`config.mk`:
```
export PLATFORM = sky130hd
export DESIGN_NAME = regfile_write_arbiter
export DESIGN_NICKNAME = d
export VERILOG_FILES = /design/src/rtl/regfile_write_arbiter_pkg.sv /design/src/rtl/wb_priority_sel.sv /design/src/rtl/regfile_write_arbiter.sv
export SDC_FILE = /design/constraint.sdc
export NUM_CORES = 1
export LEC_CHECK = 0
export ABC_AREA = 1
export CORE_ASPECT_RATIO = 2
export CORE_MARGIN = 2
export CORE_UTILIZATION = 41
export CTS_BUF_LIST = sky130_fd_sc_hd__clkbuf_16
export CTS_CLUSTER_DIAMETER = 150
export DETAILED_ROUTE_END_ITERATION = 6
export PLACE_DENSITY = 0.92
export SLEW_MARGIN = 5
export SYNTH_ARGS = -nofsm -noshare
export SYNTH_HDL_FRONTEND = slang
export SYNTH_HIERARCHICAL = 1
export SYNTH_SLANG_ARGS = --single-unit
```
`constraint.sdc`:
```
create_clock -name clk -period 2.05 [get_ports clk]
set_input_delay 0.41 -clock clk [delete_from_list [all_inputs] [get_ports clk]]
set_output_delay 0.41 -clock clk [all_outputs]
set_load 0.02 [all_outputs]
```
`src/rtl/regfile_write_arbiter_pkg.sv`:
```
// Shared core definitions for the register-file writeback path: widths, the
// zero-register index and the requester encoding.
package regfile_write_arbiter_pkg;

   localparam int unsigned DATA_W   = 32;
   localparam int unsigned ADDR_W   = 5;
   localparam int unsigned NUM_REGS = 32;
   localparam int unsigned ZERO_REG = 0;
   localparam int unsigned STARVE_W = 4;

   typedef enum logic {
      ReqAlu = 1'b0,
      ReqMem = 1'b1
   } req_id_e;

   function automatic logic [STARVE_W-1:0] sat_inc(input logic [STARVE_W-1:0] val,
                                                   input logic [STARVE_W-1:0] lim);
      return (val >= lim) ? val : val + STARVE_W'(1);
   endfunction

endpackage

```
`src/rtl/wb_priority_sel.sv`:
```
// Writeback priority select: loads win ties unless the ALU has lost STARVE_MAX
// consecutive cycles, in which case it is force-granted.
module wb_priority_sel
   import regfile_write_arbiter_pkg::*;
#(
   parameter int unsigned STARVE_MAX = 4
) (
   input  logic    clk,
   input  logic    rst_n,
   input  logic    enable,
   input  logic    alu_valid,
   input  logic    mem_valid,
   output logic    alu_ready,
   output logic    mem_ready,
   output logic    grant,
   output req_id_e grant_id
);

   localparam logic [STARVE_W-1:0] Limit = STARVE_W'(STARVE_MAX);

   logic [STARVE_W-1:0] starve_q, starve_d;
   logic                alu_forced;

   assign alu_forced = (starve_q == Limit);

   always_comb begin
      alu_ready = 1'b0;
      mem_ready = 1'b0;
      if (enable) begin
         if (mem_valid && !(alu_valid && alu_forced)) begin
            mem_ready = 1'b1;
         end else if (alu_valid) begin
            alu_ready = 1'b1;
         end
      end
   end

   assign grant    = alu_ready | mem_ready;
   assign grant_id = mem_ready ? ReqMem : ReqAlu;

   // Counts only consecutive losses; any idle or granted ALU cycle restarts it.
   always_comb begin
      starve_d = '0;
      if (alu_valid && !alu_ready) begin
         starve_d = sat_inc(starve_q, Limit);
      end
   end

   always_ff @(posedge clk or negedge rst_n) begin
      if (!rst_n) begin
         starve_q <= '0;
      end else begin
         starve_q <= starve_d;
      end
   end

endmodule

```
`src/rtl/regfile_write_arbiter.sv`:
```
// Two-source register-file write arbiter (ALU and load unit) with a single
// registered write port and a per-register pending-write mask.
module regfile_write_arbiter #(
   parameter int unsigned DATA_W     = regfile_write_arbiter_pkg::DATA_W,
   parameter int unsigned ADDR_W     = regfile_write_arbiter_pkg::ADDR_W,
   parameter int unsigned STARVE_MAX = 4
) (
   input  logic              clk,
   input  logic              rst_n,
   input  logic              aluValid,
   input  logic [ADDR_W-1:0] aluAddr,
   input  logic [DATA_W-1:0] aluData,
   output logic              aluReady,
   input  logic              memValid,
   input  logic [ADDR_W-1:0] memAddr,
   input  logic [DATA_W-1:0] memData,
   output logic              memReady,
   output logic              writeEnable,
   output logic [ADDR_W-1:0] writeAddress,
   output logic [DATA_W-1:0] writeData,
   output logic [31:0]       pendingMask
);
   import regfile_write_arbiter_pkg::*;

   logic              run_q;
   logic              grant;
   req_id_e           grant_id;
   logic              we_q, we_d;
   logic [ADDR_W-1:0] waddr_q, waddr_d, sel_addr;
   logic [DATA_W-1:0] wdata_q, wdata_d, sel_data;

   // Holds grants off until the first clock edge after reset is released.
   always_ff @(posedge clk or negedge rst_n) begin
      if (!rst_n) begin
         run_q <= 1'b0;
      end else begin
         run_q <= 1'b1;
      end
   end

   wb_priority_sel #(
      .STARVE_MAX (STARVE_MAX)
   ) u_sel (
      .clk       (clk),
      .rst_n     (rst_n),
      .enable    (run_q),
      .alu_valid (aluValid),
      .mem_valid (memValid),
      .alu_ready (aluReady),
      .mem_ready (memReady),
      .grant     (grant),
      .grant_id  (grant_id)
   );

   assign sel_addr = (grant_id == ReqMem) ? memAddr : aluAddr;
   assign sel_data = (grant_id == ReqMem) ? memData : aluData;

   // x0 writes are accepted and tracked on the bus but never strobe the file.
   always_comb begin
      we_d    = 1'b0;
      waddr_d = waddr_q;
      wdata_d = wdata_q;
      if (grant) begin
         we_d    = (sel_addr != ADDR_W'(ZERO_REG));
         waddr_d = sel_addr;
         wdata_d = sel_data;
      end
   end

   always_ff @(posedge clk or negedge rst_n) begin
      if (!rst_n) begin
         we_q    <= 1'b0;
         waddr_q <= '0;
         wdata_q <= '0;
      end else begin
         we_q    <= we_d;
         waddr_q <= waddr_d;
         wdata_q <= wdata_d;
      end
   end

   assign writeEnable  = we_q;
   assign writeAddress = waddr_q;
   assign writeData    = wdata_q;

   always_comb begin
      pendingMask = '0;
      for (int unsigned k = 1; k < NUM_REGS; k++) begin
         pendingMask[k] = (aluValid && (aluAddr == ADDR_W'(k))) ||
                          (memValid && (memAddr == ADDR_W'(k))) ||
                          (we_q && (waddr_q == ADDR_W'(k)));
      end
   end

   a_ready_onehot : assert property (@(posedge clk) disable iff (!rst_n)
      !(aluReady && memReady));

   a_no_x0_strobe : assert property (@(posedge clk) disable iff (!rst_n)
      writeEnable |-> (writeAddress != ADDR_W'(ZERO_REG)));

endmodule

```
==> metrics.md <==
| Metric | Value |
|---|---|
| Starting Density | `between 40% and 50%` |
| Pwr Total | `between 2000 and 3000 uW` |
| CTS tree | `done` |
| Slowest CP cell | `clkdlybuf4s50_1` |
| Crit path time final | `slightly above 2 ns` |
| WP data required | `between 1.5 and 2 ns` |
| CTS clk-pin slew, worst paths | `about 0.06 ns` |
| Most common cell type on the critical path | `nand2_1` |
| ANT cells | `0` |
| WL final | `roughly 10 mm` |
| # rows | `44` |
| Die X | `64.29 um` |
| Final Instance Count excl. Fillers | `around 730` |
| Post-DP Area | `roughly 4800 um^2` |
| Max Cap Violations | `0` |
| Core area | `roughly 7200 um^2` |
| GP Congestion | `0.9532` |
| Path category of the worst min-delay check | `in2async` |
| Worst vdd ir | `0.0004147 V` |
| Average size of a mapped cell | `6.314 um^2` |
| P per Cell Area | `between 600 and 700 nW/um^2` |
| Final layout net count | `around 720` |
| Setup CP Type | `in2out` |
| Root Driver | `clkbuf_16` |
| Overflow after GRT | `0` |
| Predominant post-synthesis flop cell | `dfrtp_1` |
| Fin crit share | `a little over nine tenths` |
| Clk_lat worst skew | `~0.28 ns` |
| Initial antenna violation count | `0` |
| Total CTS buffers | `5` |
| Worst Setup End Kind | `primary output` |
| Yosys Warn Count | `6` |
| Post-synthesis cell count | `472` |
| H-tree lvl count | `2` |
| Syn Std Cell Area | `~3000 um^2` |
| # fillers | `around 600` |
| Drt drc | `0` |
| Final instance area | `~5000 um^2` |
| Worst R2R Setup Slack | `between 0.15 and 0.2 ns` |
| Die Y | `124.6 um` |
| DR vias/cell | `approximately 5.3` |
| Synth top area share | `36.10%` |
| Crit-path max cell delay | `around 0.51 ns` |
| Crit Path Max Fanout | `16` |
| Placed wire-length estimate | `about 7.6 mm` |
| Final setup fails | `0` |
| Worst path bufs/invs | `3` |
| Synth Register Bits | `between 40 and 50` |
| Number of global-route vias before repair | `around 3600` |
| I/O Buffers | `about 150` |
| Drt wl/cell | `14.15 um` |
| # clock sinks | `43` |
| Fmax | `between 400 and 500 MHz` |
| Sequential share of the synthesized area | `~36%` |
| First-pass GRT wire length | `16.39 mm` |
| Synth top area cells | `dfrtp_1, nand2_1, nor2_1` |
| Pin count of the biggest net entering global routing | `a little over 40` |
| Fin. max-slew vios | `0` |
| Asr flop ratio synth | `100.0%` |
| I/O Pins | `150` |
| Startpoint types | `input pin` |
| P_leak | `roughly 0.0023 uW` |
| Fin. Hold Viols | `0` |
| Global Route Usage Sum | `between 20% and 30%` |
| Post-synth EDFFs | `0` |
| Pre-antenna DRT Iters | `5` |
| Die area | `about 8000 um^2` |
| Unique masters post-synth | `24` |
| Max Buffers Root-to-Sink | `2` |
| Top delay family on crit path | `buffers and inverters` |
| Unrepaired setup endpoints after global routing | `true` |
| Arrival time worst endpoint | `around 1.6 ns` |
| Layout cell share with drive strength beyond 1 | `approximately 23%` |
| Crit-path cells | `clkdlybuf4s50_1 -> nand2_1 -> clkinv_4 -> nand2_1 -> nand3_1 -> clkdlybuf4s15_2` |
| Via count | `around 3800` |
| Post-DRT Antenna Nets | `0` |
| Total nets after synthesis | `552` |
| Run status | `finished clean` |
| Post-synth top area cell | `dfrtp_1` |
| Clk_skew | `0.003921 ns` |
| Placed Instances | `719` |
| Synth-to-Final Area Change | `66.46%` |
| DR iter-0 viols | `approximately 280` |
## cells in the final DEF, fill, tap and decap left out, types with 3 or more instances in the layout
cell             count
nand2_1            147
buf_12              10
dfrtp_1             43
nand3_1             32
buf_4               21
o21ai_0             38
clkbuf_16            5
o21ai_1             33
dlygate4sd2_1        8
nor2_2              32
clkdlybuf4s15_2     14
inv_1               16
clkdlybuf4s50_1    103
dlymetal6s2s_1       3
nand2_2             22
inv_2               10
buf_2               18
nor2_1              59
## synth_stat cells, drive strengths merged (2+ instances only)
cell type,instances
ha,2
dfrtp,43
a21oi,2
clkbuf,4
nand3,33
nand2,171
buf,18
inv,29
o21ai,72
nor2,93
conb,2
## cell type report
| class | instances | area, um^2 | area share, % |
|---|---|---|---|
| multi-input cells | 378 | 1757 | 35.41 |
| repair buffers | 177 | 1744 | 35.16 |
| flip-flops and latches | 43 | 1076 | 21.69 |
| clock buffers | 5 | 125.1 | 2.522 |
| inverters | 29 | 121.4 | 2.446 |
| well taps | 92 | 115.1 | 2.320 |
| clock inverters | 3 | 15.01 | 0.3026 |
| repair inverters | 1 | 7.507 | 0.1513 |
## report_power, final
part / switching [uW] / internal [uW]
clock: 305 / 442
combinational: 628 / 548
sequential: 85.4 / 969
total: 1020 / 1960
## worst paths after layout
check | startpoint | endpoint | cells after the start
max | aluValid | pendingMask[29] | 6
min | rst_n | writeData[13] | 1
max reg2reg | u_sel/starve_q[0] | writeData[3] | 12
min reg2reg | writeData[19] | writeData[19] | 2
max in group asynchronous | rst_n | u_sel/starve_q[2] | 2
min in group clk | writeData[19] | writeData[19] | 2
## flip-flops by register name (all words and copies together) (netlist names)
name and cells:
run_q 1, u_sel/starve_q 4, writeAddress 5, writeData 32, writeEnable 1
## metal layers
layer | up-vias | global-route usage [%] | wire length, um
met3 | 30 | 5.781 | 1074
li1 | 1813 | - | -
met4 | 0 | 5.006 | 146
met5 | - | 0 | 0
met1 | 1742 | 31.48 | 4020
met2 | 237 | 43.08 | 5057
## metrics by stage
step	TNS [ns]	util (%)	setup slack, ns	hold slack (ns)
2_1_floorplan	0	-	0.3823	0.1144
3_3_place_gp	-20.84	66.42	-0.4353	0.3584
3_5_place_dp	-23.38	66.42	-0.4694	0.3715
4_1_cts	-0.3568	69.84	-0.04516	0.07130
5_1_grt	-0.1232	69.32	-0.01835	0.09095
6_report	0	69.32	0.02391	0.06495
## kinds of logic after synthesis
kind of cell | after synthesis | synth area share, %
fa+ha+maj | 2 | 0.8395
flops | 43 | 36.10
other cells | 2 | 0.2520
simple gates | 299 | 41.06
compound gates | 74 | 12.43
xor+xnor | 1 | 0.2939
buf+inv | 51 | 9.025
## what timing repair did
item                       in CTS  in global routing
setup buffers                   0                  0
setup endpoints to repair      34                 36
hold buffers                    0                  0
gates cloned                    1                  0
pin swaps                       1                  0
resized for setup             157                 32
Power figures use the tool's default switching activity.
